[config.mk]
export PLATFORM = sky130hd
export DESIGN_NAME = ysyx_25040109_fetch_ctrl
export DESIGN_NICKNAME = d
export VERILOG_FILES = /design/src/rtl/ysyx_25040109_fetch_ctrl_pkg.sv /design/src/rtl/ysyx_25040109_fetch_buf.sv /design/src/rtl/ysyx_25040109_fetch_ctrl.sv
export SDC_FILE = /design/constraint.sdc
export NUM_CORES = 1
export LEC_CHECK = 0
export CORE_MARGIN = 10
export CORE_UTILIZATION = 30
export CTS_CLUSTER_DIAMETER = 200
export DETAILED_ROUTE_END_ITERATION = 12
export HOLD_SLACK_MARGIN = 0.1
export PLACE_DENSITY = 0.55
export SLEW_MARGIN = 20
export SYNTH_ARGS = -nofsm -noshare
export SYNTH_HDL_FRONTEND = slang
export SYNTH_SLANG_ARGS = --single-unit
export TNS_END_PERCENT = 10
[constraint.sdc]
create_clock -name clk -period 4.4 [get_ports clk]
set_clock_uncertainty 0.2 [all_clocks]
set_input_delay 0.66 -clock clk [delete_from_list [all_inputs] [get_ports clk]]
set_output_delay 0.66 -clock clk [all_outputs]
set_load 0.005 [all_outputs]
[src/rtl/ysyx_25040109_fetch_ctrl_pkg.sv]
// Shared types and constants for the fetch controller: state encodings,
// response codes, reset PC and the buffered fetch word layout.
package ysyx_25040109_fetch_ctrl_pkg;

   localparam int unsigned XLEN   = 32;
   localparam int unsigned RESP_W = 2;

   localparam logic [XLEN-1:0]   DEFAULT_RESET_PC = 32'h8000_0000;
   localparam logic [XLEN-1:0]   INST_BYTES       = 32'd4;
   localparam logic [RESP_W-1:0] RESP_OKAY        = 2'b00;

   typedef enum logic [1:0] {
      ST_REQ  = 2'd0,
      ST_WAIT = 2'd1,
      ST_HOLD = 2'd2
   } fetch_state_e;

   typedef struct packed {
      logic            fault;
      logic [XLEN-1:0] data;
   } fetch_word_t;

   function automatic logic is_fault(input logic [RESP_W-1:0] resp);
      return resp != RESP_OKAY;
   endfunction

endpackage

[src/rtl/ysyx_25040109_fetch_buf.sv]
// Load-enabled holding register for one returned instruction word plus its
// fault flag, cleared synchronously.
module ysyx_25040109_fetch_buf
   import ysyx_25040109_fetch_ctrl_pkg::*;
(
   input  logic        clk,
   input  logic        clr,
   input  logic        load,
   input  fetch_word_t d,
   output fetch_word_t q
);

   always_ff @(posedge clk) begin
      if (clr)       q <= '0;
      else if (load) q <= d;
   end

endmodule

[src/rtl/ysyx_25040109_fetch_ctrl.sv]
// Serial instruction fetch controller: owns the PC, issues one read at a time,
// buffers the response and offers it to the IFU; redirects flush and re-steer.
module ysyx_25040109_fetch_ctrl
   import ysyx_25040109_fetch_ctrl_pkg::*;
#(
   parameter logic [XLEN-1:0] RESET_PC = DEFAULT_RESET_PC
)(
   input  logic              clk,
   input  logic              rst,
   input  logic              redirect_valid,
   input  logic [XLEN-1:0]   redirect_pc,
   output logic              arvalid,
   output logic [XLEN-1:0]   araddr,
   input  logic              arready,
   input  logic              rvalid,
   input  logic [XLEN-1:0]   rdata,
   input  logic [RESP_W-1:0] rresp,
   output logic              rready,
   output logic              inst_valid,
   output logic [XLEN-1:0]   inst_rdata,
   output logic [XLEN-1:0]   inst_pc,
   output logic              inst_fault,
   input  logic              inst_ready
);

   fetch_state_e    state;
   logic [XLEN-1:0] pc;
   logic [XLEN-1:0] redir_tgt;
   logic            redir_pend;
   logic            arvalid_q;

   logic            take_redir_c;
   logic [XLEN-1:0] redir_eff_c;
   logic            buf_load_c;
   fetch_word_t     buf_d;
   fetch_word_t     buf_q;

   // A redirect arriving in the same cycle as the response counts as pending.
   assign take_redir_c = redir_pend | redirect_valid;
   assign redir_eff_c  = redirect_valid ? redirect_pc : redir_tgt;
   assign buf_load_c   = (state == ST_WAIT) && rvalid && !take_redir_c;
   assign buf_d        = '{fault: is_fault(rresp), data: rdata};

   ysyx_25040109_fetch_buf u_buf (
      .clk  (clk),
      .clr  (rst),
      .load (buf_load_c),
      .d    (buf_d),
      .q    (buf_q)
   );

   always_ff @(posedge clk) begin
      if (rst) begin
         state      <= ST_REQ;
         pc         <= RESET_PC;
         redir_tgt  <= '0;
         redir_pend <= 1'b0;
         arvalid_q  <= 1'b0;
      end else begin
         case (state)
            ST_REQ: begin
               // The request is never retracted; a redirect only marks it stale.
               if (redirect_valid) begin
                  redir_pend <= 1'b1;
                  redir_tgt  <= redirect_pc;
               end
               if (arvalid_q && arready) begin
                  arvalid_q <= 1'b0;
                  state     <= ST_WAIT;
               end else begin
                  arvalid_q <= 1'b1;
               end
            end
            ST_WAIT: begin
               if (rvalid) begin
                  if (take_redir_c) begin
                     pc         <= redir_eff_c;
                     redir_pend <= 1'b0;
                     arvalid_q  <= 1'b1;
                     state      <= ST_REQ;
                  end else begin
                     state <= ST_HOLD;
                  end
               end else if (redirect_valid) begin
                  redir_pend <= 1'b1;
                  redir_tgt  <= redirect_pc;
               end
            end
            ST_HOLD: begin
               if (redirect_valid) begin
                  pc        <= redirect_pc;
                  arvalid_q <= 1'b1;
                  state     <= ST_REQ;
               end else if (inst_ready) begin
                  pc        <= pc + INST_BYTES;
                  arvalid_q <= 1'b1;
                  state     <= ST_REQ;
               end
            end
            default: state <= ST_REQ;
         endcase
      end
   end

   assign arvalid    = arvalid_q;
   assign araddr     = pc;
   assign rready     = (state == ST_WAIT);
   assign inst_valid = (state == ST_HOLD);
   assign inst_rdata = buf_q.data;
   assign inst_fault = buf_q.fault;
   assign inst_pc    = pc;

endmodule
### After elaboration in Yosys (flattened, before gate mapping)

Index checks and enable logic that the tools add are counted.
W data, S select, Z words.

* bits in read-only memories: 0
* memories kept: 0
* bits in latches: 0
* input port bits: 72
* logic and storage cells: 55
* bits in writable memories: 0
* register bits: 101

* div/mod/pow operators: 0
* multiplexer cells: 24
* $mul: 0
* eq/ne operators: 8
* shift-type cells: 0
* bitwise operators: 1
* reduce and logical (&&, ||, !) cells: 14
* order comparisons: 0
* add/subtract/negate cells: 1

Operator list (count)
* $mux W32: 6
* $pmux W32 S2: 2
* $add A32 B3 Y32 const B: 1
* $mux W2: 5
* $mux W1: 8
* $reduce_and A4 Y1: 2
* $ne A2 B2 Y1 const B: 3
* $ne A3 B2 Y1 const B: 2
* $pmux W2 S3: 1
* $reduce_bool A2 Y1: 3
* $reduce_and A2 Y1: 2
* $logic_and A1 B1 Y1: 3
* $pmux W1 S3: 1
* $reduce_and A3 Y1: 1
* $reduce_bool A3 Y1: 1
* $eq A2 B1 Y1 const B: 1
* $eq A2 B2 Y1 const B: 1
* $logic_not A2 Y1: 1
* $ne A2 B1 Y1 const B: 1
* $pmux W1 S2: 1
* $logic_not A1 Y1: 1
* $or A1 B1 Y1: 1

### Depth between registers and ports, before layout

* word-level depth: 4
* depth in mapped cells: 9

### Modules after synthesis

Synthesis repeated with hierarchy kept, for this count alone.

* cell total of the unflattened synthesis: 655
* area, all modules: 5206.2 um^2

Modules (own cells, without submodules)
* ysyx_25040109_fetch_ctrl: sequential area each 1361.3 um^2, times used 1, area each 4003.8 um^2, cells each 548
* ysyx_25040109_fetch_buf: sequential area each 660.6 um^2, times used 1, area each 1202.4 um^2, cells each 107

### Least setup slack after synthesis

Ideal clock, no wire load.

* path type: input -> register
* start point: input port redirect_valid
* end point: register pc[30] (netlist: araddr[30])
* arrival time: 1915 ps
* library setup time: 133 ps
* stages: 6
* setup slack: 2152 ps
* path through: clkbuf_1 > a21oi_1 > nor2_1 > clkbuf_1 > mux2i_1 > a31oi_1

* word-level cells in the longest chain between the ends: 4
* elaborated cells on any way between the ends: 9

RTL lines
* from (decl): RTL line ysyx_25040109_fetch_ctrl.sv:10 `input logic redirect_valid,`
* $mux W32
* $mux W32: RTL line ysyx_25040109_fetch_ctrl.sv:76 `if (take_redir_c) begin`
* $mux W32: RTL line ysyx_25040109_fetch_ctrl.sv:75 `if (rvalid) begin`
* $pmux W32 S2: RTL line ysyx_25040109_fetch_ctrl.sv:60 `case (state)`
* to (signal assigned): RTL line ysyx_25040109_fetch_ctrl.sv:77 `pc <= redir_eff_c;`
* to (signal assigned): RTL line ysyx_25040109_fetch_ctrl.sv:91 `pc <= redirect_pc;`
* to (signal assigned): RTL line ysyx_25040109_fetch_ctrl.sv:95 `pc <= pc + INST_BYTES;`
* to (decl): RTL line ysyx_25040109_fetch_ctrl.sv:27 `logic [XLEN-1:0] pc;`

Parallel ways exist; a longest one is shown, timed or not. The select of a mux whose other input is x is not followed.
A chain may end at the register's enable or synchronous reset.

### Worst setup path after layout

* start point: register state[0]
* end point: output port inst_valid

* word-level cells in the longest chain between the ends: 1

RTL lines
* from (decl): RTL line ysyx_25040109_fetch_ctrl.sv:26 `fetch_state_e state;`
* from (signal assigned): RTL line ysyx_25040109_fetch_ctrl.sv:54 `state <= ST_REQ;`
* from (signal assigned): RTL line ysyx_25040109_fetch_ctrl.sv:69 `state <= ST_WAIT;`
* from (signal assigned): RTL line ysyx_25040109_fetch_ctrl.sv:80 `state <= ST_REQ;`
* $eq A2 B2 Y1: RTL line ysyx_25040109_fetch_ctrl.sv:108 `assign inst_valid = (state == ST_HOLD);`
* to (decl): RTL line ysyx_25040109_fetch_ctrl.sv:19 `output logic inst_valid,`

No other way between the ends.

==> flow_summary.json <==
{
  "status": "complete, no violations",
  "clock-root-buffer": "clkbuf_16",
  "drive_above_1_share_pct": 5.51,
  "vias": 5215,
  "cts_tree": "yes",
  "timing.final.crit_share_pct": 71.9,
  "peakVddDrop_mv": 0.175,
  "ys_seq_area_share_pct": 39.3,
  "crit_slowest_cell": "clkdlybuf4s50_1",
  "worst_ep_required_time_ns": 3.54,
  "hold_end": "redir_tgt[1]",
  "synth_area_leader_cell": "dfxtp_1",
  "worst_slack_ns": 1.24,
  "crit_chain": "inv_1 > ha_1 > buf_4 > clkdlybuf4s50_1",
  "period_needed_ns": 3.16,
  "ys_warn_count": 0,
  "power_density_nw_per_um2": 307,
  "ctsResizeCount": 0,
  "hold_viol": 0,
  "syn-num-nets": 758,
  "antenna_found_initial": 1,
  "leakagePower_nw": 2.40,
  "cts_hold_buf": 0,
  "coreArea_um2": 16700,
  "timing.rr.end": "araddr[30]",
  "gr-total-overflow": 0,
  "start_kind": "register",
  "final-instance-count-excl-fill": 1018,
  "fill_cells": 1715,
  "grt_pass1_vias": 5207,
  "vias_per_cell": 5.12,
  "drt-initial-drc-count": 238,
  "ant_nets": 0,
  "clk_path_buf_depth": 2,
  "crit_fanout": 22,
  "tightest_slew_ns": 0.940,
  "critPathArrivalTime_ns": 2.30,
  "clock_latency_ns": 0.36,
  "post-route-util_pct": 42.3,
  "setup_tns_ns": 0,
  "die_h_um": 151,
  "yosys_register_bits": 101,
  "ys_top_cells_by_area": "dfxtp_1 (39%), nand2_1 (12%), a21oi_1 (11%), buf_4 (4.7%), o21ai_0 (3.5%)",
  "placed_cells": 1002,
  "synth_top_area_share_pct": 39.3,
  "numCtsBuffers": 9,
  "hold_depth": 2,
  "h-tree-depth": 3,
  "reg2reg_depth": 6,
  "synth_area_per_cell_um2": 7.56,
  "timing.rr.start": "araddr[2]",
  "synth_ff_type": "dfxtp_1",
  "cts.sinks": 101,
  "synthArstFlopShare_pct": 0,
  "cap_violations": 0,
  "hold_class": "reg -> reg",
  "grt_usage_pct": 15.4,
  "finalSetupViolations": 0,
  "syn_inst": 681,
  "place_ws_ns": 1.08,
  "routed_wl_um": 18000,
  "dr.pass1.iters": 5,
  "io_buffer_count": 171,
  "setup.worst_path.end_class": "primary output",
  "antennaDiodeCount": 0,
  "postCtsSetupBuffers": 0,
  "yosysUniqueCellTypes": 50,
  "grt_max_degree": 68,
  "nets": 870,
  "slew_violations": 0,
  "netlist_area_um2": 5150,
  "path_class": "reg -> out",
  "slew-limit-headroom_pct": 37.3,
  "synth-edff-count": 0,
  "clk_pin_slew_worst_paths_ns": 0.07,
  "p_total_mw": 2.17,
  "drc": 0,
  "hold_path_startpoint": "redir_tgt[1]",
  "place.gp.congestion": 0.821,
  "start_util_pct": 30.8,
  "boundaryPins": 172,
  "rrSetupSlack_ns": 1.56,
  "rows": 47,
  "area_growth_pct": 37.1,
  "max_stage_delay_ns": 0.59,
  "dp_hpwl_um": 13000,
  "dieArea_um2": 22800,
  "max_freq_mhz": 316,
  "grt_pass1_wl_um": 28200,
  "rsz0062_at_grt": "false",
  "drt-wirelength-per-cell_um": 17.7,
  "die_width_um": 151
}
==> cell type report <==
type | instances | area (µm²) | share of cell area [%]
sequential | 101 | 2020 | 28.6
tap | 220 | 275 | 3.90
clock inverter | 6 | 46.3 | 0.655
clock buffer | 10 | 239 | 3.38
timing repair buffer | 180 | 1770 | 25.1
multi-input combinational | 489 | 2660 | 37.7
inverter | 12 | 45.0 | 0.638
==> how the worst max path moves through the flow <==
stage	startpoint	end	slack [ns]	cells past startpoint
floorplan	redirect_valid	araddr[30]	2.15	6
global placement	inst_ready	araddr[2]	1.19	6
detailed placement	inst_ready	araddr[2]	1.08	6
CTS	state[0]	inst_valid	1.20	4
global route	state[0]	inst_valid	1.13	4
finish	state[0]	inst_valid	1.24	4
==> critical path, delay by kind of cell (launching register included) <==
family / cells / cell delay (ns)
adders and majority gates: 1 / 0.54
buffers and inverters: 3 / 1.06
DFF: 1 / 0.34
==> cell usage after synthesis (2+ instances only) <==
master / n
ha_1: 5
o211ai_1: 2
nor2_1: 21
o41ai_1: 3
nand4b_1: 3
buf_6: 2
or3_1: 3
buf_4: 32
nand2b_1: 13
a21oi_1: 115
a41oi_1: 2
and4_1: 2
inv_1: 12
nor4_2: 2
nand2_1: 160
nor4_4: 2
nor2b_1: 5
a31oi_1: 11
clkbuf_1: 43
a211oi_1: 6
dfxtp_1: 101
nor3b_1: 17
a221o_1: 5
nor3_1: 10
o21ai_0: 36
nand4_1: 8
o221a_2: 2
or4_1: 5
a311oi_1: 4
mux2i_1: 7
and3_1: 7
a21o_1: 4
nand3_1: 14
==> power by group <==
group / internal (mW) / switching [mW] / total (mW)
registers: 0.961 / 0.0475 / 1.01
clock network: 0.404 / 0.384 / 0.787
logic: 0.191 / 0.178 / 0.369
==> kinds of logic after synthesis <==
kind of cell | after synthesis | synth area share (%)
multiplexers | 8 | 1.58
adder cells (fa/ha/maj) | 5 | 1.21
buffers and inverters | 91 | 9.28
AO/OA/AOI/OAI | 194 | 21.3
flip-flops | 101 | 39.3
AND/OR/NAND/NOR | 282 | 27.4
==> state kept, by name, indices dropped and copies added, names as in the netlist <==
name,count
u_buf.q,33
araddr,32
redir_tgt,32
state,2
arvalid,1
redir_pend,1
==> cell usage in the layout (no fill, tap or decap), types with 3 or more instances in the layout <==
cell type	n
a21oi_1	114
nor3b_1	17
nand2b_1	13
nand4_1	8
a211oi_1	6
nand2_1	160
mux2i_1	7
nand4b_1	3
clkdlybuf4s50_1	169
nor3_1	9
ha_1	5
and3_1	7
inv_1	12
o41ai_1	3
nor2b_1	5
buf_4	10
nor2_1	20
a311oi_1	4
a31oi_1	11
a221o_1	5
nand3_1	14
a21o_1	4
o21ai_0	36
dfxtp_1	101
clkbuf_16	9
or4_1	5
==> metrics by stage <==
stage	hold WS (ns)	area, µm²
after floorplan	0.232	5150
after global placement	0.236	6780
after detailed placement	0.246	6780
after CTS	0.255	7060
after global routing	0.268	7060
final	0.251	7060
==> layer usage <==
metal / global-route usage [%] / up-vias / wire length (µm)
met5: 0 / - / 12
met4: 5.29 / 2 / 319
met3: 5.19 / 23 / 1520
met2: 25.4 / 140 / 8550
met1: 18.5 / 2477 / 7600
li1: - / 2573 / -
Note: power is estimated with default switching activity, not from simulation.
